--- src/rtl/alsu_param.sv ---
// alsu_param: two-stage registered arithmetic/logic/shift unit with an
// error-indication state machine.
//
// Stage 1 registers every input (including in_valid) on every edge.
// Stage 2 computes a result from the stage-1 values and registers it when
// the registered valid is set. Invalid operations drive a blinking LED
// pattern and a saturating error counter.
//
// Ports:
//   clk        in   1          rising-edge clock
//   rst        in   1          asynchronous active-high reset
//   in_valid   in   1          qualifies all other inputs this cycle
//   A, B       in   WIDTH      operands
//   opcode     in   3          0 AND, 1 XOR, 2 ADD, 3 MULT, 4 SHIFT, 5 ROTATE
//   cin        in   1          adder carry (used when FULL_ADDER = "ON")
//   serial_in  in   1          shift fill bit
//   direction  in   1          1 = left, 0 = right
//   red_op_A/B in   1          reduction-mode flags (opcode 0/1 only)
//   bypass_A/B in   1          pass the operand straight to out
//   out        out  2*WIDTH    registered result
//   out_valid  out  1          out was updated at the last edge
//   leds       out  LED_W      error indication
//   err_count  out  ERR_CNT_W  saturating count of invalid operations
//
// Error FSM:
//   state    | meaning
//   ST_OK    | no pending error, leds held at 0
//   ST_ERROR | last operation was invalid, leds blink every BLINK_PERIOD edges
module alsu_param #(
  parameter int WIDTH          = 3,
  parameter     INPUT_PRIORITY = "A",
  parameter     FULL_ADDER     = "ON",
  parameter int LED_W          = 16,
  parameter int BLINK_PERIOD   = 4,
  parameter int ERR_CNT_W      = 8
) (
  input  logic                   clk,
  input  logic                   rst,
  input  logic                   in_valid,
  input  logic [WIDTH-1:0]       A,
  input  logic [WIDTH-1:0]       B,
  input  logic [2:0]             opcode,
  input  logic                   cin,
  input  logic                   serial_in,
  input  logic                   direction,
  input  logic                   red_op_A,
  input  logic                   red_op_B,
  input  logic                   bypass_A,
  input  logic                   bypass_B,
  output logic [2*WIDTH-1:0]     out,
  output logic                   out_valid,
  output logic [LED_W-1:0]       leds,
  output logic [ERR_CNT_W-1:0]   err_count
);

  localparam bit PRIO_A = (INPUT_PRIORITY == "A");
  localparam bit FA_ON  = (FULL_ADDER == "ON");
  localparam int OW     = 2 * WIDTH;
  // Counter is at least one bit wide so BLINK_PERIOD = 1 still elaborates.
  localparam int CNT_W  = (BLINK_PERIOD > 1) ? $clog2(BLINK_PERIOD) : 1;
  localparam logic [CNT_W-1:0] CNT_LAST = CNT_W'(BLINK_PERIOD - 1);

  typedef enum logic {ST_OK, ST_ERROR} state_t;

  // Stage 1
  logic             r_valid;
  logic [WIDTH-1:0] r_a, r_b;
  logic [2:0]       r_opcode;
  logic             r_cin, r_serial_in, r_direction;
  logic             r_red_a, r_red_b, r_byp_a, r_byp_b;

  always_ff @(posedge clk or posedge rst) begin
    if (rst) begin
      r_valid     <= 1'b0;
      r_a         <= '0;
      r_b         <= '0;
      r_opcode    <= '0;
      r_cin       <= 1'b0;
      r_serial_in <= 1'b0;
      r_direction <= 1'b0;
      r_red_a     <= 1'b0;
      r_red_b     <= 1'b0;
      r_byp_a     <= 1'b0;
      r_byp_b     <= 1'b0;
    end else begin
      r_valid     <= in_valid;
      r_a         <= A;
      r_b         <= B;
      r_opcode    <= opcode;
      r_cin       <= cin;
      r_serial_in <= serial_in;
      r_direction <= direction;
      r_red_a     <= red_op_A;
      r_red_b     <= red_op_B;
      r_byp_a     <= bypass_A;
      r_byp_b     <= bypass_B;
    end
  end

  // Stage 2 datapath
  logic [OW-1:0]  r_out;
  logic           r_out_valid;
  logic [OW-1:0]  w_result;
  logic           w_error;
  logic           w_sel_byp_a;
  logic           w_sel_red_a;
  logic [WIDTH:0] w_sum;
  logic [OW-1:0]  w_prod;

  // With both flags set, INPUT_PRIORITY decides which operand wins.
  assign w_sel_byp_a = r_byp_a && (!r_byp_b || PRIO_A);
  assign w_sel_red_a = r_red_a && (!r_red_b || PRIO_A);

  assign w_sum  = {1'b0, r_a} + {1'b0, r_b} + {{WIDTH{1'b0}}, (FA_ON ? r_cin : 1'b0)};
  assign w_prod = {{WIDTH{1'b0}}, r_a} * {{WIDTH{1'b0}}, r_b};

  always_comb begin
    w_result = '0;
    w_error  = 1'b0;
    if (r_byp_a || r_byp_b) begin
      w_result[WIDTH-1:0] = w_sel_byp_a ? r_a : r_b;
    end else if ((r_opcode[2:1] == 2'b11) ||
                 ((r_red_a || r_red_b) && (r_opcode[2:1] != 2'b00))) begin
      w_error = 1'b1;
    end else begin
      case (r_opcode)
        3'd0: begin
          if (w_sel_red_a)  w_result[0] = &r_a;
          else if (r_red_b) w_result[0] = &r_b;
          else              w_result[WIDTH-1:0] = r_a & r_b;
        end
        3'd1: begin
          if (w_sel_red_a)  w_result[0] = ^r_a;
          else if (r_red_b) w_result[0] = ^r_b;
          else              w_result[WIDTH-1:0] = r_a ^ r_b;
        end
        3'd2: w_result[WIDTH:0] = w_sum;
        3'd3: w_result = w_prod;
        3'd4: w_result = r_direction ? {r_out[OW-2:0], r_serial_in}
                                     : {r_serial_in, r_out[OW-1:1]};
        3'd5: w_result = r_direction ? {r_out[OW-2:0], r_out[OW-1]}
                                     : {r_out[0], r_out[OW-1:1]};
        default: w_result = '0;
      endcase
    end
  end

  always_ff @(posedge clk or posedge rst) begin
    if (rst) begin
      r_out       <= '0;
      r_out_valid <= 1'b0;
    end else begin
      r_out_valid <= r_valid;
      if (r_valid) r_out <= w_result;
    end
  end

  // Error FSM
  state_t               r_state, w_state_nxt;
  logic [LED_W-1:0]     r_leds, w_leds_nxt;
  logic [CNT_W-1:0]     r_cnt, w_cnt_nxt;
  logic [ERR_CNT_W-1:0] r_err_count, w_err_nxt;
  logic                 w_err_evt, w_good;

  assign w_err_evt = r_valid && w_error;
  assign w_good    = r_valid && !w_error;

  always_ff @(posedge clk or posedge rst) begin
    if (rst) begin
      r_state     <= ST_OK;
      r_leds      <= '0;
      r_cnt       <= '0;
      r_err_count <= '0;
    end else begin
      r_state     <= w_state_nxt;
      r_leds      <= w_leds_nxt;
      r_cnt       <= w_cnt_nxt;
      r_err_count <= w_err_nxt;
    end
  end

  always_comb begin
    w_state_nxt = r_state;
    w_leds_nxt  = r_leds;
    w_cnt_nxt   = r_cnt;
    w_err_nxt   = r_err_count;
    if (w_err_evt && (r_err_count != '1)) w_err_nxt = r_err_count + ERR_CNT_W'(1);
    case (r_state)
      ST_OK: begin
        w_leds_nxt = '0;
        if (w_err_evt) begin
          w_state_nxt = ST_ERROR;
          w_leds_nxt  = '1;
          w_cnt_nxt   = '0;
        end
      end
      ST_ERROR: begin
        // A further error only bumps err_count; the blink phase is kept.
        if (w_good) begin
          w_state_nxt = ST_OK;
          w_leds_nxt  = '0;
          w_cnt_nxt   = '0;
        end else if (!w_err_evt) begin
          if (r_cnt == CNT_LAST) begin
            w_leds_nxt = ~r_leds;
            w_cnt_nxt  = '0;
          end else begin
            w_cnt_nxt = r_cnt + CNT_W'(1);
          end
        end
      end
      default: begin
        w_state_nxt = ST_OK;
        w_leds_nxt  = '0;
        w_cnt_nxt   = '0;
      end
    endcase
  end

  assign out       = r_out;
  assign out_valid = r_out_valid;
  assign leds      = r_leds;
  assign err_count = r_err_count;

endmodule

--- config.mk ---
export PLATFORM = sky130hd
export DESIGN_NAME = alsu_param
export DESIGN_NICKNAME = d
export VERILOG_FILES = /design/src/rtl/alsu_param.sv
export SDC_FILE = /design/constraint.sdc
export NUM_CORES = 1
export LEC_CHECK = 0
export BUFFER_PORTS_ARGS = -buffer_cell sky130_fd_sc_hd__buf_2
export CAP_MARGIN = 25
export CORE_MARGIN = 10
export CORE_UTILIZATION = 33
export CTS_BUF_LIST = sky130_fd_sc_hd__clkbuf_8
export DETAILED_ROUTE_END_ITERATION = 6
export GPL_TIMING_DRIVEN = 0
export PLACE_DENSITY = 0.62
export SLEW_MARGIN = 25
export SYNTH_ARGS = -nofsm -noshare
export SYNTH_HDL_FRONTEND = slang
export SYNTH_SLANG_ARGS = --single-unit
--- constraint.sdc ---
create_clock -name clk -period 3.98 [get_ports clk]
set_input_delay 0.398 -clock clk [delete_from_list [all_inputs] [get_ports clk]]
set_output_delay 0.398 -clock clk [all_outputs]
set_load 0.05 [all_outputs]
==> summary.txt, run 1 <==
status -> finished, final reports clean
Syn Inst Count -> 246
Detail Route Antenna Nets -> 0
CP max FO -> 7
gr usage total -> 0.0987
top cells by count, synth -> dfrtp_1, nor2_1, xnor2_1
critical path, cell by cell -> ha_1 > xnor2_1 > ha_1 > ha_1 > fa_1 > nor2_1 > o32a_1 > o2bb2ai_1
DR vias -> 2003
die height -> 110 um
Setup Viol. Count Final -> 0
Clock Skew -> 10.3 ps
DRT iter0 DRCs -> 64
Worst R2R Setup Slack -> 1540 ps
Max clock buf depth -> 2
max-cap violations -> 0
Reg-to-Reg Start -> r_a[1]
cts repair resizes -> 0
max_slew headroom -> 0.564
cell area after synthesis -> 2700 um^2
setup_tns -> 0 ps
Top FF cell, synth -> dfrtp_1
Die Wd -> 110 um
WP buf/inv -> 0
Critical Path AT -> 2670 ps
post-synthesis register bit count -> 51
Hold Slack -> 170 ps
Critical Path Most Common Cell -> ha_1
Post-layout nets -> 341
first-pass GRT wire length -> 10.4 mm
critical path's largest stage delay -> 500 ps
CTS tree -> yes
gpl congestion -> 0.779
residual DRC count -> 0
Synth warnings -> 0
CTS Buf Count -> 5
syn nets -> 285
RSZ-0062 raised after global routing -> false
worst slew pin tran -> 649 ps
row count -> 32
Antenna diodes -> 0
post-DR vias/cell -> 4.95
starting density of the core -> 0.344
vias in the first global route -> 2080
CP Data Required Time -> 4210 ps
largest net degree at the start of global routing -> 52
fraction of layout instances using a drive strength above 1 -> 0.238
most frequent cell after synthesis -> dfrtp_1
WL final -> 6.19 mm
Tightest Hold Check Type -> in2async
final hold vios -> 0
post-DP HPWL -> 4.74 mm
share of flip-flops with an asynchronous set or reset -> 1.00
Post-CTS Setup Inserts -> 0
PortBufs -> 49
CP Capture Type -> flip-flop
minimum clock period -> 2440 ps
drt wl/cell -> 15.3 um
CTS Sinks -> 51
Hold-fix buffers, CTS -> 0
die area -> 12200 um^2
cell count of the worst reg-to-reg path -> 8
antenna violations before repair -> 0
CP startpoint kind -> flip-flop
Post-synth EDFFs -> 0
fmax -> 410 MHz
WS Path Type -> reg2reg
DR pass1 iterations -> 4
ratio of final minimum period to clock period -> 0.613
Clock transition at path regs -> 90 ps
delay-heaviest family, CP -> adder cells
P_leak -> 1.56 nW
clock latency on the worst-skew pair -> 310 ps
final slew viol count -> 0
H-tree depth -> 2
post-synth top area cell -> dfrtp_1
core area -> 7850 um^2
I/O pin total -> 50
area grow syn2layout -> 17.2%
GRT overflow -> 0
slowest CP cell -> fa_1
r2r endpoint -> out[3]
PD cells -> 395 nW/um^2
dominant cells by area after synthesis -> dfrtp_1, ha_1, xnor2_1
Synth cell types -> 46
sequential area share after synthesis -> 0.472
Synth top area share -> 0.472
Clock Tree Root -> clkbuf_8
Avg Inst Size Synth -> 11.0 um^2
worst vdd ir -> 0.000315 V
sequential cells by signal (all words and copies together), names as in the netlist, named ones only:
| name | flops |
|---|---|
| r_serial_in | 1 |
| leds | 16 |
| r_byp_b | 1 |
| out_valid | 1 |
| r_byp_a | 1 |
| r_red_a | 1 |
| r_cnt | 2 |
| r_a | 3 |
| r_red_b | 1 |
| out | 6 |
| r_b | 3 |
| err_count | 8 |
| r_direction | 1 |
| r_cin | 1 |
| r_opcode | 3 |
| r_valid | 1 |
cell usage in the layout (no fill, tap or decap), types with 7 or more instances in the layout:
| cell | synthesis | layout |
|---|---|---|
| xnor2_1 | 18 | 18 |
| dfrtp_1 | 51 | 51 |
| ha_1 | 17 | 17 |
| o21ai_0 | 7 | 7 |
| nor2_1 | 27 | 27 |
| buf_2 | 5 | 54 |
| nand2_1 | 13 | 13 |
| inv_1 | 8 | 7 |
| o22ai_1 | 16 | 16 |
| mux2i_1 | 9 | 9 |
cell type report:
| type | instances | area, um^2 |
|---|---|---|
| plain buffers | 9 | 47.5 |
| clock buffers | 5 | 68.8 |
| clock inverters | 3 | 20.0 |
| fillers | 809 | 4680 |
| inverters | 8 | 32.5 |
| multi-input cells | 178 | 1350 |
| flip-flops and latches | 51 | 1280 |
| well taps | 102 | 128 |
| repair buffers | 49 | 245 |
worst register-to-register path, stage by stage, from the launching register on:
cell and delay [ps]:
dfrtp_1 480, ha_1 270, xnor2_1 160, ha_1 250, ha_1 240, fa_1 510, nor2_1 40, o32a_1 290
o2bb2ai_1 130
where the power goes:
| part | internal (mW) | total [mW] | switching [mW] |
|---|---|---|---|
| clock network | 0.123 | 0.298 | 0.176 |
| logic | 0.112 | 0.335 | 0.223 |
| registers | 0.563 | 0.617 | 0.0533 |
kinds of logic (layout without fill, tap and decap cells):
logic type,Yosys count,after routing,synth area share
simple gates,69,69,0.130
flops,51,51,0.472
fa+ha+maj,20,20,0.101
buf+inv,17,74,0.0287
xor+xnor,23,23,0.0746
compound gates,55,55,0.152
mux,11,11,0.0417
worst max-delay path by stage:
stage	from	slack, ps	to	cells past startpoint
6_report	r_a[1]	1540	out[3]	8
5_1_grt	r_a[1]	1430	out[4]	9
4_1_cts	r_a[1]	1500	out[3]	8
3_5_place_dp	r_a[1]	1510	out[3]	8
3_3_place_gp	r_a[1]	1580	out[3]	8
2_1_floorplan	r_a[1]	1730	out[3]	8
metrics by stage:
stage / setup WS [ps] / area (um^2) / cells / utilization / total power [mW]
final: 1540 / 3170 / 405 / 0.403 / 1.25
after global routing: 1430 / 3170 / 405 / 0.403 / 1.33
after CTS: 1500 / 3170 / 405 / 0.403 / 1.27
after detailed placement: 1510 / 3080 / 397 / 0.392 / 0.968
after global placement: 1580 / 3070 / 397 / 0.392 / 0.959
after floorplan: 1730 / 2700 / 246 / - / 0.876
layer usage:
metal | vias up | share of wire | wire (um) | GRT usage
met4 | 0 | 0.014 | 84 | 0.0276
met2 | 39 | 0.51 | 3170 | 0.168
met5 | - | 0 | 0 | 0
met3 | 12 | 0.047 | 289 | 0.0281
met1 | 960 | 0.43 | 2650 | 0.118
li1 | 992 | - | - | -
No activity file was read; power rests on OpenSTA's default activity.
==> inputs of run 2 (changes only) <==
clock period = 2.3 ns   (was 3.98 ns; I/O delays follow)
==> summary.txt, run 2 (synthesis gave the netlist of run 1 again) <==
Largest register FFs -> 16 (unchanged)
CP startpoint kind -> flip-flop
CP Capture Type -> flip-flop
post-DP HPWL -> 4.74 mm (unchanged)
final slew viol count -> 0 (unchanged)
Final WS setup -> 46.7 ps (-1490 ps)
Max clock buf depth -> 2 (unchanged)
core area -> 7850 um^2 (unchanged)
gpl congestion -> 0.779 (unchanged)
Clock Tree Root -> clkbuf_8
DR vias -> 2022 (+0.95%)
Pint -> 1.38 mW (+74%)
H-tree depth -> 2 (unchanged)
P_sw -> 0.787 mW (+74%)
residual DRC count -> 0 (unchanged)
design area -> 3190 um^2 (+0.79%)
dpl cells -> 397 (unchanged)
WL final -> 6.26 mm (+1.1%)
CTS Sinks -> 51 (unchanged)
Post-DP Area -> 3080 um^2 (unchanged)
pre-CTS setup slack -> -167 ps (-1680 ps)
Clk pwr share -> 0.239 (about the same)
worst vdd ir -> 0.000545 V (+73%)
Setup Viol. Count Final -> 0 (unchanged)
Clock Skew -> 9.55 ps (-0.716 ps)
die area -> 12200 um^2 (unchanged)
DRT iter0 DRCs -> 81 (+27%)
Critical Path AT -> 2480 ps (-190 ps)
fin cells -> 407 (+0.49%)
Comb pwr share -> 0.270 (+0.002)
worst slew pin tran -> 635 ps (-13.6 ps)
area grow syn2layout -> 18.1%
minimum clock period -> 2250 ps (-188 ps)
max_slew headroom -> 0.573 (+0.00917)
Tightest Hold Check Type -> in2async
gr usage total -> 0.0990 (+0.000336)
ratio of final minimum period to clock period -> 0.980 (+0.366)
critical path, cell by cell -> ha_2 > xnor2_1 > ha_1 > ha_2 > fa_1 > nor2_1 > o32a_1 > o2bb2ai_1
drt wl/cell -> 15.4 um (+0.62%)
row count -> 32 (unchanged)
status -> finished, final reports clean
largest net degree at the start of global routing -> 52 (unchanged)
Worst Setup SP -> r_a[1]
Clock transition at path regs -> 100 ps (about the same)
vias in the first global route -> 2086 (+0.29%)
die height -> 110 um (unchanged)
Reg-to-Reg Start -> r_a[1]
post-DR vias/cell -> 4.97 (+0.45%)
starting density of the core -> 0.344 (unchanged)
Die Wd -> 110 um (unchanged)
PD cells -> 681 nW/um^2 (+72%)
Post-layout nets -> 343 (+0.59%)
most frequent cells in the layout -> buf_2, dfrtp_1, nor2_1, xnor2_1, o22ai_1
max-cap violations -> 0 (unchanged)
slowest CP cell -> fa_1
WS Path Type -> reg2reg
clock latency on the worst-skew pair -> 310 ps (about the same)
CTS tree -> yes
DR pass1 iterations -> 4 (unchanged)
first-pass GRT wire length -> 10.4 mm (+0.33%)
Critical Path Most Common Cell -> ha_2
setup_tns -> 0 ps (unchanged)
Detail Route Antenna Nets -> 0 (unchanged)
fmax -> 444 MHz (+8.4%)
critical path's largest stage delay -> 500 ps (about the same)
Switching Fraction -> 0.362 (+0.000685)
I/O pin total -> 50 (unchanged)
most common library cell in the layout ignoring fill and taps -> buf_2
Worst R2R Setup Slack -> 50 ps (-1490 ps)
fraction of layout instances using a drive strength above 1 -> 0.262 (+0.0247)
antenna violations before repair -> 0 (unchanged)
PortBufs -> 49 (unchanged)
Antenna diodes -> 0 (unchanged)
Sequential Power Share -> 0.490 (-0.003)
CTS Buf Count -> 5 (unchanged)
RSZ-0062 raised after global routing -> true
GRT overflow -> 0 (unchanged)
final hold vios -> 0 (unchanged)
CP Data Required Time -> 2530 ps (-1680 ps)
P_leak -> 1.56 nW (+0.11%)
CP max FO -> 2 (-5)
## run 2: cell count changes in the layout (fill, tap and decap cells not counted), sizes merged
| cell | previous run | this run |
|---|---|---|
| buf | 55 | 57 |
## run 2: final cells by class
class,instances,area [um^2]
Clock buffer,5,68.8
Inverter,8,32.5
Tap cell,102,128
Timing Repair Buffer,51,260
Multi-Input combinational cell,178,1350
Sequential cell,51,1280
Clock inverter,3,20.0
Fill cell,810,4660
Buffer,9,47.5
## run 2: path summary, 6_finish.rpt
path                                   to  cells past startpoint
worst max-delay path               out[3]                      8
worst min-delay path              r_valid                      2
worst max register to register     out[3]                      8
worst min register to register  out_valid                      0
max in group asynchronous          r_b[2]                      2
min in group clk                  r_valid                      1
## run 2: timing repair
item | CTS | global route
resized for setup | 4 | 3
cloned | 0 | 0
pin swaps | 2 | 0
endpoints found under the setup margin | 3 | 3
hold buffers | 0 | 0
buffers inserted | 2 | 0
## run 2: power by group through the flow
stage	Sequential, mW	Clock (mW)	Combinational, mW
4_1_cts	1.07	0.538	0.597
5_1_grt	1.08	0.573	0.647
2_1_floorplan	1.26	0	0.256
3_5_place_dp	1.08	0	0.590
6_report	1.06	0.519	0.587
3_3_place_gp	1.08	0	0.577
## run 2: critical path: cells and delay by family (launching register included)
kind                       cells  cell delay [ps]
AOI/OAI and AO/OA              2              420
xor gates and xnor gates       1              120
adders and majority gates      4             1170
DFF                            1              420
and+or+nand+nor                1               40
## run 2: stage by stage
step / total power [mW] / util / hold WS (ps)
final: 2.17 / 0.407 / 1.48
after detailed placement: 1.67 / 0.392 / 339
after global routing: 2.30 / 0.407 / 10.8
after global placement: 1.66 / 0.392 / 340
after CTS: 2.20 / 0.406 / 13.2
after floorplan: 1.52 / - / 261
## run 2: routing by layer
layer  global-route usage  part of all wire
met3               0.0281             0.043
met2                0.169              0.50
met5                    0                 0
met1                0.118              0.44
met4               0.0276             0.013
==> inputs of run 3 (changes only) <==
PLACE_DENSITY = 0.64   (was 0.62)
clock period = 1.9 ns   (was 2.3 ns; I/O delays follow)
==> summary.txt, run 3 (synthesis gave the netlist of run 1 again) <==
status -> finished with violations
failing checks -> negative setup slack
Post-DP Area -> 3110 um^2 (+0.98%)
cell count of the worst reg-to-reg path -> 8 (unchanged)
CP startpoint kind -> flip-flop
most frequent cells in the layout -> buf_2, dfrtp_1, nor2_1, dlygate4sd3_1, xnor2_1
final hold vios -> 0 (unchanged)
Antenna diodes -> 0 (unchanged)
Clock Skew -> 6.33 ps (-3.22 ps)
Max clock buf depth -> 2 (unchanged)
die area -> 12200 um^2 (unchanged)
DR vias -> 2132 (+5.4%)
ratio of final minimum period to clock period -> 1.18 (+0.197)
Clock Tree Root -> clkbuf_8
DRT iter0 DRCs -> 83 (+2.5%)
WHS Path Cells -> 0
Final WS setup -> -335 ps (-382 ps)
starting density of the core -> 0.344 (unchanged)
DR WL met3 -> 229 um (-15%)
Post-layout nets -> 368 (+7.3%)
most common library cell in the layout ignoring fill and taps -> buf_2
gr usage total -> 0.102 (+0.00327)
Fillers -> 781 (-3.6%)
P_leak -> 1.70 nW (+9.0%)
Setup Viol. Count Final -> 5 (+5)
Pwr Total -> 2.79 mW (+29%)
vias in the first global route -> 2214 (+6.1%)
DR pass1 iterations -> 4 (unchanged)
design area -> 3520 um^2 (+10%)
PD cells -> 792 nW/um^2 (+16%)
max-cap violations -> 0 (unchanged)
WL final -> 6.35 mm (+1.4%)
largest net degree at the start of global routing -> 52 (unchanged)
Tightest Hold Check Type -> reg2reg
Largest register FFs -> 16 (unchanged)
WS Path Type -> reg2reg
PortBufs -> 49 (unchanged)
WL met1 -> 2.92 mm (+5.9%)
Pint -> 1.85 mW (+33%)
CP Capture Type -> flip-flop
Switching Fraction -> 0.338 (-0.0244)
CTS tree -> yes
Clock transition at path regs -> 90 ps (about the same)
Sequential Power Share -> 0.463 (-0.027)
die height -> 110 um (unchanged)
row count -> 32 (unchanged)
H-tree depth -> 2 (unchanged)
Die Wd -> 110 um (unchanged)
post-DP HPWL -> 4.70 mm (-0.85%)
I/O pin total -> 50 (unchanged)
post-DR vias/cell -> 4.94 (-0.66%)
core area -> 7850 um^2 (unchanged)
antenna violations before repair -> 0 (unchanged)
fraction of layout instances using a drive strength above 1 -> 0.285 (+0.0226)
CP Data Required Time -> 2130 ps (-400 ps)
Critical Path AT -> 2470 ps (about the same)
first-pass GRT wire length -> 10.8 mm (+4.0%)
CTS Buf Count -> 5 (unchanged)
worst vdd ir -> 0.00107 V (+96%)
RSZ-0062 raised after global routing -> true
area grow syn2layout -> 30.4%
Clk pwr share -> 0.260 (+0.021)
minimum clock period -> 2240 ps (-18.2 ps)
drt wl/cell -> 14.7 um (-4.5%)
max_slew headroom -> 0.586 (+0.0135)
gpl congestion -> 0.788 (+1.1%)
fmax -> 447 MHz (+0.82%)
final slew viol count -> 0 (unchanged)
Detail Route Antenna Nets -> 0 (unchanged)
worst slew pin tran -> 620 ps (-14.9 ps)
clock latency on the worst-skew pair -> 300 ps (about the same)
P_sw -> 0.943 mW (+20%)
Worst R2R Setup Slack -> -340 ps (-380 ps)
residual DRC count -> 0 (unchanged)
WL met2 -> 3.15 mm (about the same)
CTS Sinks -> 51 (unchanged)
Highest Signal Layer -> met4
CP max FO -> 2 (unchanged)
pre-CTS setup slack -> -399 ps (-232 ps)
Comb pwr share -> 0.277 (+0.007)
GRT overflow -> 0 (unchanged)
-- run 3: power groups by stage --
| stage | clock, mW | combinational [mW] | sequential (mW) |
|---|---|---|---|
| after floorplan | 0 | 0.315 | 1.53 |
| after global placement | 0 | 0.702 | 1.31 |
| after detailed placement | 0 | 0.716 | 1.32 |
| after CTS | 0.746 | 0.768 | 1.29 |
| after global routing | 0.801 | 0.842 | 1.31 |
| final | 0.726 | 0.774 | 1.29 |
-- run 3: final cells by class --
type / count / area [um^2] / share of cell area
Multi-Input combinational cell: 178 / 1430 / 0.405
Sequential cell: 51 / 1280 / 0.364
Timing Repair Buffer: 76 / 497 / 0.141
Tap cell: 102 / 128 / 0.0362
Clock buffer: 5 / 68.8 / 0.0195
Buffer: 9 / 47.5 / 0.0135
Clock inverter: 3 / 37.5 / 0.0107
Inverter: 8 / 32.5 / 0.00924
-- run 3: critical path, stage by stage (launching register included) --
cell,delay (ps)
dfrtp_2,440
ha_4,170
xnor2_2,130
ha_1,280
ha_2,180
fa_1,500
nor2_1,50
o32a_1,290
o2bb2ai_1,120
-- run 3: what timing repair did --
item	CTS	global route
resized for setup	8	8
endpoints found under the hold margin	62	1
setup buffers	6	3
hold buffers	17	1
endpoints found under the setup margin	5	24
pin swaps	3	3
-- run 3: stage by stage --
| stage | hold WS, ps | util | setup TNS, ps | instances |
|---|---|---|---|---|
| finish | 384 | 0.449 | -818 | 432 |
| global placement | 299 | 0.396 | -11740 | 397 |
| global route | 407 | 0.449 | -1600 | 432 |
| CTS | 0.914 | 0.441 | -798 | 428 |
| detailed placement | 299 | 0.396 | -1270 | 397 |
| floorplan | 221 | - | -387 | 246 |
-- run 3: path summary, 6_finish.rpt --
kind | start | endpoint
max | r_b[1] | out[3]
min | r_valid | out_valid
max reg2reg | r_b[1] | out[3]
min reg2reg | r_valid | out_valid
max in group asynchronous | rst | r_a[0]
min in group asynchronous | rst | out_valid
-- run 3: routing by layer --
metal	vias to the layer above	track usage
li1	1051	-
met4	0	0.0285
met1	1030	0.128
met5	-	0
met2	45	0.167
met3	6	0.0276
